<file path="src/rtl/cpu_run_monitor.sv">
// Run-control monitor: counts cycles per core until the halt word is fetched, waits a flush
// interval once all enabled cores are halted, then streams each enabled core's data memory out.
module cpu_run_monitor #(
  parameter int unsigned        NUM_CORES    = 1,
  parameter int unsigned        INST_W       = 32,
  parameter int unsigned        DATA_W       = 64,
  parameter int unsigned        ADDR_W       = 32,
  parameter int unsigned        CNT_W        = 32,
  parameter logic [INST_W-1:0]  HALT_INST    = '0,
  parameter int unsigned        FLUSH_CYCLES = 5,
  parameter int unsigned        DUMP_WORDS   = 128,
  localparam int unsigned       SEL_W        = (NUM_CORES > 1) ? $clog2(NUM_CORES) : 1
) (
  input  logic                          clk,
  input  logic                          reset,
  input  logic [NUM_CORES-1:0]          core_en,
  input  logic [NUM_CORES*INST_W-1:0]   inst_in,
  output logic [NUM_CORES*CNT_W-1:0]    cycle_count,
  output logic [NUM_CORES-1:0]          halted,
  output logic                          mem_rd_en,
  output logic [SEL_W-1:0]              mem_core_sel,
  output logic [ADDR_W-1:0]             mem_addr,
  input  logic [DATA_W-1:0]             mem_rd_data,
  output logic                          dump_valid,
  input  logic                          dump_ready,
  output logic [DATA_W-1:0]             dump_data,
  output logic [SEL_W-1:0]              dump_core,
  output logic [ADDR_W-1:0]             dump_index,
  output logic                          done
);

  typedef enum logic [2:0] {StRun, StFlush, StRd, StWait, StOut, StDone} state_e;

  state_e                          state_q, state_d;
  logic [NUM_CORES-1:0]            en_mask_q;
  logic [NUM_CORES-1:0]            halted_q, halted_d;
  logic [NUM_CORES-1:0][CNT_W-1:0] cnt_q, cnt_d;
  logic [31:0]                     flush_cnt_q, flush_cnt_d;
  logic [SEL_W-1:0]                core_q, core_d;
  logic [ADDR_W-1:0]               idx_q, idx_d;
  logic [DATA_W-1:0]               dump_data_q, dump_data_d;
  logic [SEL_W-1:0]                dump_core_q, dump_core_d;
  logic [ADDR_W-1:0]               dump_index_q, dump_index_d;

  logic                            first_found, next_found;
  logic [SEL_W-1:0]                first_core, next_core;

  // Lowest enabled core overall, and lowest enabled core above the one being dumped.
  always_comb begin
    first_found = 1'b0;
    first_core  = '0;
    next_found  = 1'b0;
    next_core   = '0;
    for (int c = int'(NUM_CORES) - 1; c >= 0; c--) begin
      if (en_mask_q[c]) begin
        first_found = 1'b1;
        first_core  = SEL_W'(c);
        if (c > int'(core_q)) begin
          next_found = 1'b1;
          next_core  = SEL_W'(c);
        end
      end
    end
  end

  always_comb begin
    halted_d = halted_q;
    cnt_d    = cnt_q;
    if (state_q == StRun) begin
      for (int c = 0; c < int'(NUM_CORES); c++) begin
        if (!en_mask_q[c]) begin
          halted_d[c] = 1'b1;
        end else if (!halted_q[c]) begin
          if (inst_in[c*INST_W +: INST_W] == HALT_INST) begin
            halted_d[c] = 1'b1;
          end else if (cnt_q[c] != '1) begin
            cnt_d[c] = cnt_q[c] + CNT_W'(1);
          end
        end
      end
    end
  end

  always_comb begin
    state_d      = state_q;
    flush_cnt_d  = flush_cnt_q;
    core_d       = core_q;
    idx_d        = idx_q;
    dump_data_d  = dump_data_q;
    dump_core_d  = dump_core_q;
    dump_index_d = dump_index_q;
    unique case (state_q)
      StRun: begin
        if (&halted_q) begin
          core_d      = first_core;
          idx_d       = '0;
          flush_cnt_d = '0;
          if (FLUSH_CYCLES != 0) begin
            state_d = StFlush;
          end else begin
            state_d = first_found ? StRd : StDone;
          end
        end
      end
      StFlush: begin
        if (flush_cnt_q == FLUSH_CYCLES - 1) begin
          state_d = first_found ? StRd : StDone;
        end else begin
          flush_cnt_d = flush_cnt_q + 32'd1;
        end
      end
      StRd: state_d = StWait;
      StWait: begin
        dump_data_d  = mem_rd_data;
        dump_core_d  = core_q;
        dump_index_d = idx_q;
        state_d      = StOut;
      end
      StOut: begin
        if (dump_ready) begin
          if (idx_q == ADDR_W'(DUMP_WORDS - 1)) begin
            idx_d = '0;
            if (next_found) begin
              core_d  = next_core;
              state_d = StRd;
            end else begin
              state_d = StDone;
            end
          end else begin
            idx_d   = idx_q + ADDR_W'(1);
            state_d = StRd;
          end
        end
      end
      StDone:  state_d = StDone;
      default: state_d = StRun;
    endcase
  end

  always_ff @(posedge clk) begin
    if (reset) begin
      state_q      <= StRun;
      en_mask_q    <= core_en;
      halted_q     <= '0;
      cnt_q        <= '0;
      flush_cnt_q  <= '0;
      core_q       <= '0;
      idx_q        <= '0;
      dump_data_q  <= '0;
      dump_core_q  <= '0;
      dump_index_q <= '0;
    end else begin
      state_q      <= state_d;
      halted_q     <= halted_d;
      cnt_q        <= cnt_d;
      flush_cnt_q  <= flush_cnt_d;
      core_q       <= core_d;
      idx_q        <= idx_d;
      dump_data_q  <= dump_data_d;
      dump_core_q  <= dump_core_d;
      dump_index_q <= dump_index_d;
    end
  end

  assign cycle_count  = cnt_q;
  assign halted       = halted_q;
  assign mem_rd_en    = (state_q == StRd);
  assign mem_core_sel = core_q;
  assign mem_addr     = idx_q;
  assign dump_valid   = (state_q == StOut);
  assign dump_data    = dump_data_q;
  assign dump_core    = dump_core_q;
  assign dump_index   = dump_index_q;
  assign done         = (state_q == StDone);

endmodule

</file>
<file path="config.mk">
export PLATFORM = sky130hd
export DESIGN_NAME = cpu_run_monitor
export DESIGN_NICKNAME = d
export VERILOG_FILES = /design/src/rtl/cpu_run_monitor.sv
export SDC_FILE = /design/constraint.sdc
export NUM_CORES = 1
export LEC_CHECK = 0
export CORE_MARGIN = 4
export CORE_UTILIZATION = 42
export CTS_CLUSTER_SIZE = 30
export DETAILED_ROUTE_END_ITERATION = 6
export PLACE_DENSITY = 0.76
export SLEW_MARGIN = 10
export SYNTH_ARGS = -nofsm -noshare
export SYNTH_HDL_FRONTEND = slang
export SYNTH_SLANG_ARGS = --single-unit
export TNS_END_PERCENT = 30
</file>
<file path="constraint.sdc">
create_clock -name clk -period 2.3 [get_ports clk]
set_clock_uncertainty 0.1 [all_clocks]
set_input_delay 0.345 -clock clk [delete_from_list [all_inputs] [get_ports clk]]
set_output_delay 0.345 -clock clk [all_outputs]
set_load 0.01 [all_outputs]
</file>
[Yosys cells after proc, flatten, opt, wreduce, memory -nomap -nowiden]
Cells that the tools add are included.
Word-level totals
  flip-flop bits (word level): 197
  latch bits: 0
  bits in writable memories: 0
  ROM bits: 0
  input bits: 100
  logic and storage cells: 49
  memories: 0
Cells by class
  $add $sub $neg: 3
  $mul: 0
  div/mod/pow operators: 0
  $lt $le $gt $ge: 0
  equality and inequality tests: 12
  shifts and indexed selects: 0
  multiplexer cells: 16
  bitwise logic cells: 2
  reductions and logical operators: 8
Operators with widths (number)
  2-to-1 mux 32 bit: 4
  one-hot mux 32 bit (2 select lines): 2
  adder 32 x 1 -> 32 bit, second input constant: 3
  == test 32 x 3 -> 1 bit, second input constant: 1
  == test 32 x 7 -> 1 bit, second input constant: 1
  logical NOT 32 bit: 1
  != test 32 bit, second input constant: 1
  one-hot mux 3 bit (6 select lines): 1
  2-to-1 mux 3 bit: 5
  AND reduction 3 bit: 3
  == test 3 x 2 -> 1 bit, second input constant: 2
  == test 3 bit, second input constant: 2
  != test 2 bit, second input constant: 3
  AND reduction 5 bit: 1
  2-to-1 mux 1 bit: 4
  nonzero test 2 bit: 2
  == test 3 x 1 -> 1 bit, second input constant: 1
  logical NOT 3 bit: 1
  != test 2 x 1 -> 1 bit, second input constant: 1
  inverter 1 bit: 2

[Logic depth before layout (Yosys ltp)]
Gate-level depths: netlist of run 1.
  word-level depth: 4
  mapped depth: 8

[Worst setup path after synthesis of run 1]
Ideal clock, no wire load.
  path kind: flip-flop to flip-flop
  start point: reg idx_q[28] (netlist: mem_addr[28])
  end point: reg idx_q[25] (netlist: mem_addr[25])
  setup time: 0.120 ns
  arrival time: 2.052 ns
  slack: 0.028 ns
  stages on the path, launching flop included: 7
  buffers on the path: 1
  clock period less this slack: 2.272 ns
  cells stage by stage: dfxtp_1 > or4_4 > or4_4 > o2111a_2 > buf_6 > a32oi_1 > nand2_1
Between the ends
  longest elaborated chain between the ends: 4
Ends and longest elaborated chain
  start, declared: line 40  | logic [ADDR_W-1:0] idx_q, idx_d;
  start signal, assigned: line 158  | idx_q <= idx_d;
  == test 32 x 7 -> 1 bit: line 121  | if (idx_q == ADDR_W'(DUMP_WORDS - 1)) begin
  2-to-1 mux 32 bit: line 121
  2-to-1 mux 32 bit: line 120  | if (dump_ready) begin
  one-hot mux 32 bit (2 select lines): line 92  | unique case (state_q)
No other way between the ends. The select of a mux whose other input is x is not followed.
A chain may end at the register's enable or synchronous reset.

[Worst setup path in the final report of run 1]
  start point: reg idx_q[20] (netlist: mem_addr[20])
  end point: reg idx_q[27] (netlist: mem_addr[27])
Between the ends
  longest elaborated chain between the ends: 4
  elaborated cells on any way between the ends: 5
Ends and longest elaborated chain (line)
  adder 32 x 1 -> 32 bit or == test 32 x 7 -> 1 bit (tied branches): 130, 121
  2-to-1 mux 32 bit *: 121
  2-to-1 mux 32 bit *: 120
  one-hot mux 32 bit (2 select lines) *: 92
Every way passes the cells marked *; elsewhere a longest branch is shown, timed or not. The select of a mux whose other input is x is not followed.

==> flow_metrics.tcl, run 1 <==
set metrics [dict create \
    status "finished, violations left" \
    violations "setup timing" \
    viasPerCell 5.37 \
    worst_setup_path_end_kind "flop" \
    cts-htree-levels 4 \
    netlist_instances 1071 \
    timing.rr.start "mem_addr[20]$_SDFFE_PP0P_" \
    drtPass1Iterations 5 \
    slew_headroom_pct 49.3 \
    setup.worst_path.start_class "flop" \
    grt-ovfl-total 0 \
    synth_top_area_cell "dfxtp_1" \
    cp_max_fo 7 \
    synth_area_leaders "dfxtp_1 46%, nand2_1 10%, a21oi_1 8.4%, nor2_1 2.9%, nand4_1 2.6%" \
    area_delta_synth_final_pct 46.7 \
    synth_area_mm2 0.00856 \
    synth_seq_area_share_pct 46.2 \
    setup_tns_ps -15.9 \
    power.leakage_nw 4.19 \
    post-route-period-util_pct 101 \
    grt_pass1_vias 8195 \
    synth_edf_count 1 \
    synth-seq-cells 197 \
    fmax_mhz 432 \
    final_antenna_net_count 0 \
    clkLatencyLatePin_ps 440 \
    cts_inserted_buffers 17 \
    drive_above_1_share_pct 10.7 \
    required_ps 2540 \
    place_congestion 0.855 \
    min_period_ps 2320 \
    peakVddDrop_mv 0.581 \
    grt_pass1_wl_um 41300 \
    rsz0062_at_grt "true" \
    initial_core_util_pct 43.3 \
    critPathArrivalTime_ps 2560 \
    core_region_area_mm2 0.0198 \
    io_pins 266 \
    met1_usage_pct 27.5 \
    placementRows 51 \
    drt_iter0_markers 581 \
    via_count 8869 \
    cts_hold_buffers 0 \
    syn_area_per_cell_um2 8.00 \
    setup_viol 1 \
    cts.clk_slew.worst_paths_ps 80 \
    slew_viol_final 0 \
    ys_types 64 \
    synth_top_area_share_pct 45.8 \
    drc_errors 0 \
    placed_cell_area_mm2 0.0120 \
    fin_nets 1478 \
    async_flop_share_pct 0 \
    hold_path_startpoint "reset" \
    hold_viol 0 \
    yosysWarnings 0 \
    grtUsageMet2_pct 38.6 \
    cp-startpoint "mem_addr[20]$_SDFFE_PP0P_" \
    hp-class "input port to flop" \
    wl_per_cell_um 16.1 \
    die-height_um 151 \
    power.density_mw_per_mm2 591 \
    diodes 0 \
    tightest_slew_ps 760 \
    dp_hpwl_um 18900 \
    use_met3_pct 5.21 \
    clockRootBuffer "clkbuf_16" \
    dieArea_mm2 0.0227 \
    portBuffers 263 \
    synth_ff_type "dfxtp_1" \
    cts_tree "yes" \
    antenna_found_initial 0 \
    clock-sinks 197 \
    busiest_layer "met2" \
    max-cap-violations 0 \
    grt_start_max_net_pins 142 \
    wl_um 26700 \
    crit_type "flop to flop" \
    clockBufferDepth 2 \
    stdcell_area_mm2 0.0126 \
    grtUsageTotal_pct 22.4 \
    dieWidth_um 151 \
    fin_ws_ps -15.9 \
]
==> flip-flops by register name (all words and copies together) (netlist names) <==
name and cells:
en_mask_q 1, flush_cnt_q 32, state_q 3, dump_index 32, cycle_count 32, mem_addr 32
dump_data 64, halted 1
==> final cells by class <==
class	count	area, um2
clock buffer	17	425
clock inverter	14	123
fill	1679	7220
inverter	14	52.6
multi-input combinational	795	4330
sequential	197	3960
tap	265	332
timing repair buffer	349	3350
==> cells in the mapped netlist (2+ instances only) <==
cell,number
o211ai_1,7
mux2i_1,2
nand4_1,36
a211oi_1,2
buf_4,5
xnor2_1,21
o21ai_0,23
nand3_1,36
and4_1,8
nor4b_1,3
o31ai_1,21
nor3b_1,3
or3_1,21
a31oi_1,6
a21oi_1,143
and3_1,10
xor2_1,20
or2_2,2
mux2_2,3
buf_2,4
a21bo_2,2
o21a_1,3
ha_1,4
dfxtp_1,196
nand2_1,239
clkbuf_1,53
or4_1,22
nand2b_1,2
or4_4,2
nor2b_1,4
o22ai_1,2
nor2_1,67
nor4_2,2
inv_1,14
nor4_1,30
buf_1,4
nor3_1,18
and2_1,5
==> what timing repair did <==
action / CTS / global route
endpoints found under the hold margin: 0 / 0
gates resized for setup: 4 / 6
pin swaps: 0 / 3
buffers inserted: 0 / 3
gates cloned: 0 / 1
endpoints found under the setup margin: 3 / 45
==> through the flow <==
step / std cells / total power [mW] / hold WS, ps / util (%) / setup slack, ps
2_1_floorplan: 1072 / 4.13 / 344 / - / 28.5
3_3_place_gp: 1616 / 4.64 / 341 / 60.4 / -28.2
3_5_place_dp: 1616 / 4.65 / 346 / 60.4 / -66.8
4_1_cts: 1647 / 7.48 / 225 / 63.3 / -44.3
5_1_grt: 1651 / 7.74 / 271 / 63.5 / -68.7
6_report: 1651 / 7.42 / 284 / 63.5 / -15.9
==> power breakdown <==
part | total [mW] | switching [mW] | internal (mW)
clock network | 2.82 | 1.41 | 1.41
logic | 1.08 | 0.588 | 0.494
registers | 3.52 | 0.0414 | 3.48
==> layer usage <==
layer	wire, um	vias up	share of wire [%]
met5	0	-	0
met4	580	0	2.2
met3	1900	43	7.1
met2	13400	300	50
met1	10800	4137	41
li1	-	4389	-
==> layout by cell type (no fill, tap or decap), drive strengths merged, types with 33 or more instances in the layout <==
master and count:
dfxtp 196, clkdlybuf4s50 261, nor2 67, nand3 36
a21oi 143, nand2 239, nor4 33, buf 87
nand4 36
==> worst max-delay path, stage by stage (launching register included) <==
cell and delay, ps:
dfxtp_1 320, or4_4 540, or4_4 560, o2111a_2 330, a32o_1 230, a21o_1 150
==> kinds of logic (layout without fill, tap and decap cells) <==
kind of cell / count (synthesis) / count (layout) / synth area share [%]
compound gates: 222 / 223 / 14.8
xor+xnor: 41 / 41 / 4.19
fa+ha+maj: 4 / 4 / 0.584
buf+inv: 81 / 394 / 3.92
flops: 197 / 197 / 46.2
mux: 5 / 5 / 0.628
other cells: 1 / 2 / 0.0438
simple gates: 520 / 520 / 29.7
==> worst paths after layout <==
path / endpoint / slack [ps] / depth (start not counted)
setup / recovery: mem_addr[27]$_SDFFE_PP0P_ / -20 / 5
hold / removal: cycle_count[2]$_SDFFE_PP0P_ / 280 / 3
setup reg to reg: mem_addr[27]$_SDFFE_PP0P_ / -20 / 5
hold reg to reg: dump_data[41]$_SDFFE_PP0N_ / 350 / 2
No activity file was read; power rests on OpenSTA's default activity.
==> run 2, diff against run 1 <==
Settings changed: CAP_MARGIN set to 20.
==> results of run 2 <==
No change in the layout: final DEF, timing and power equal those of run 1.
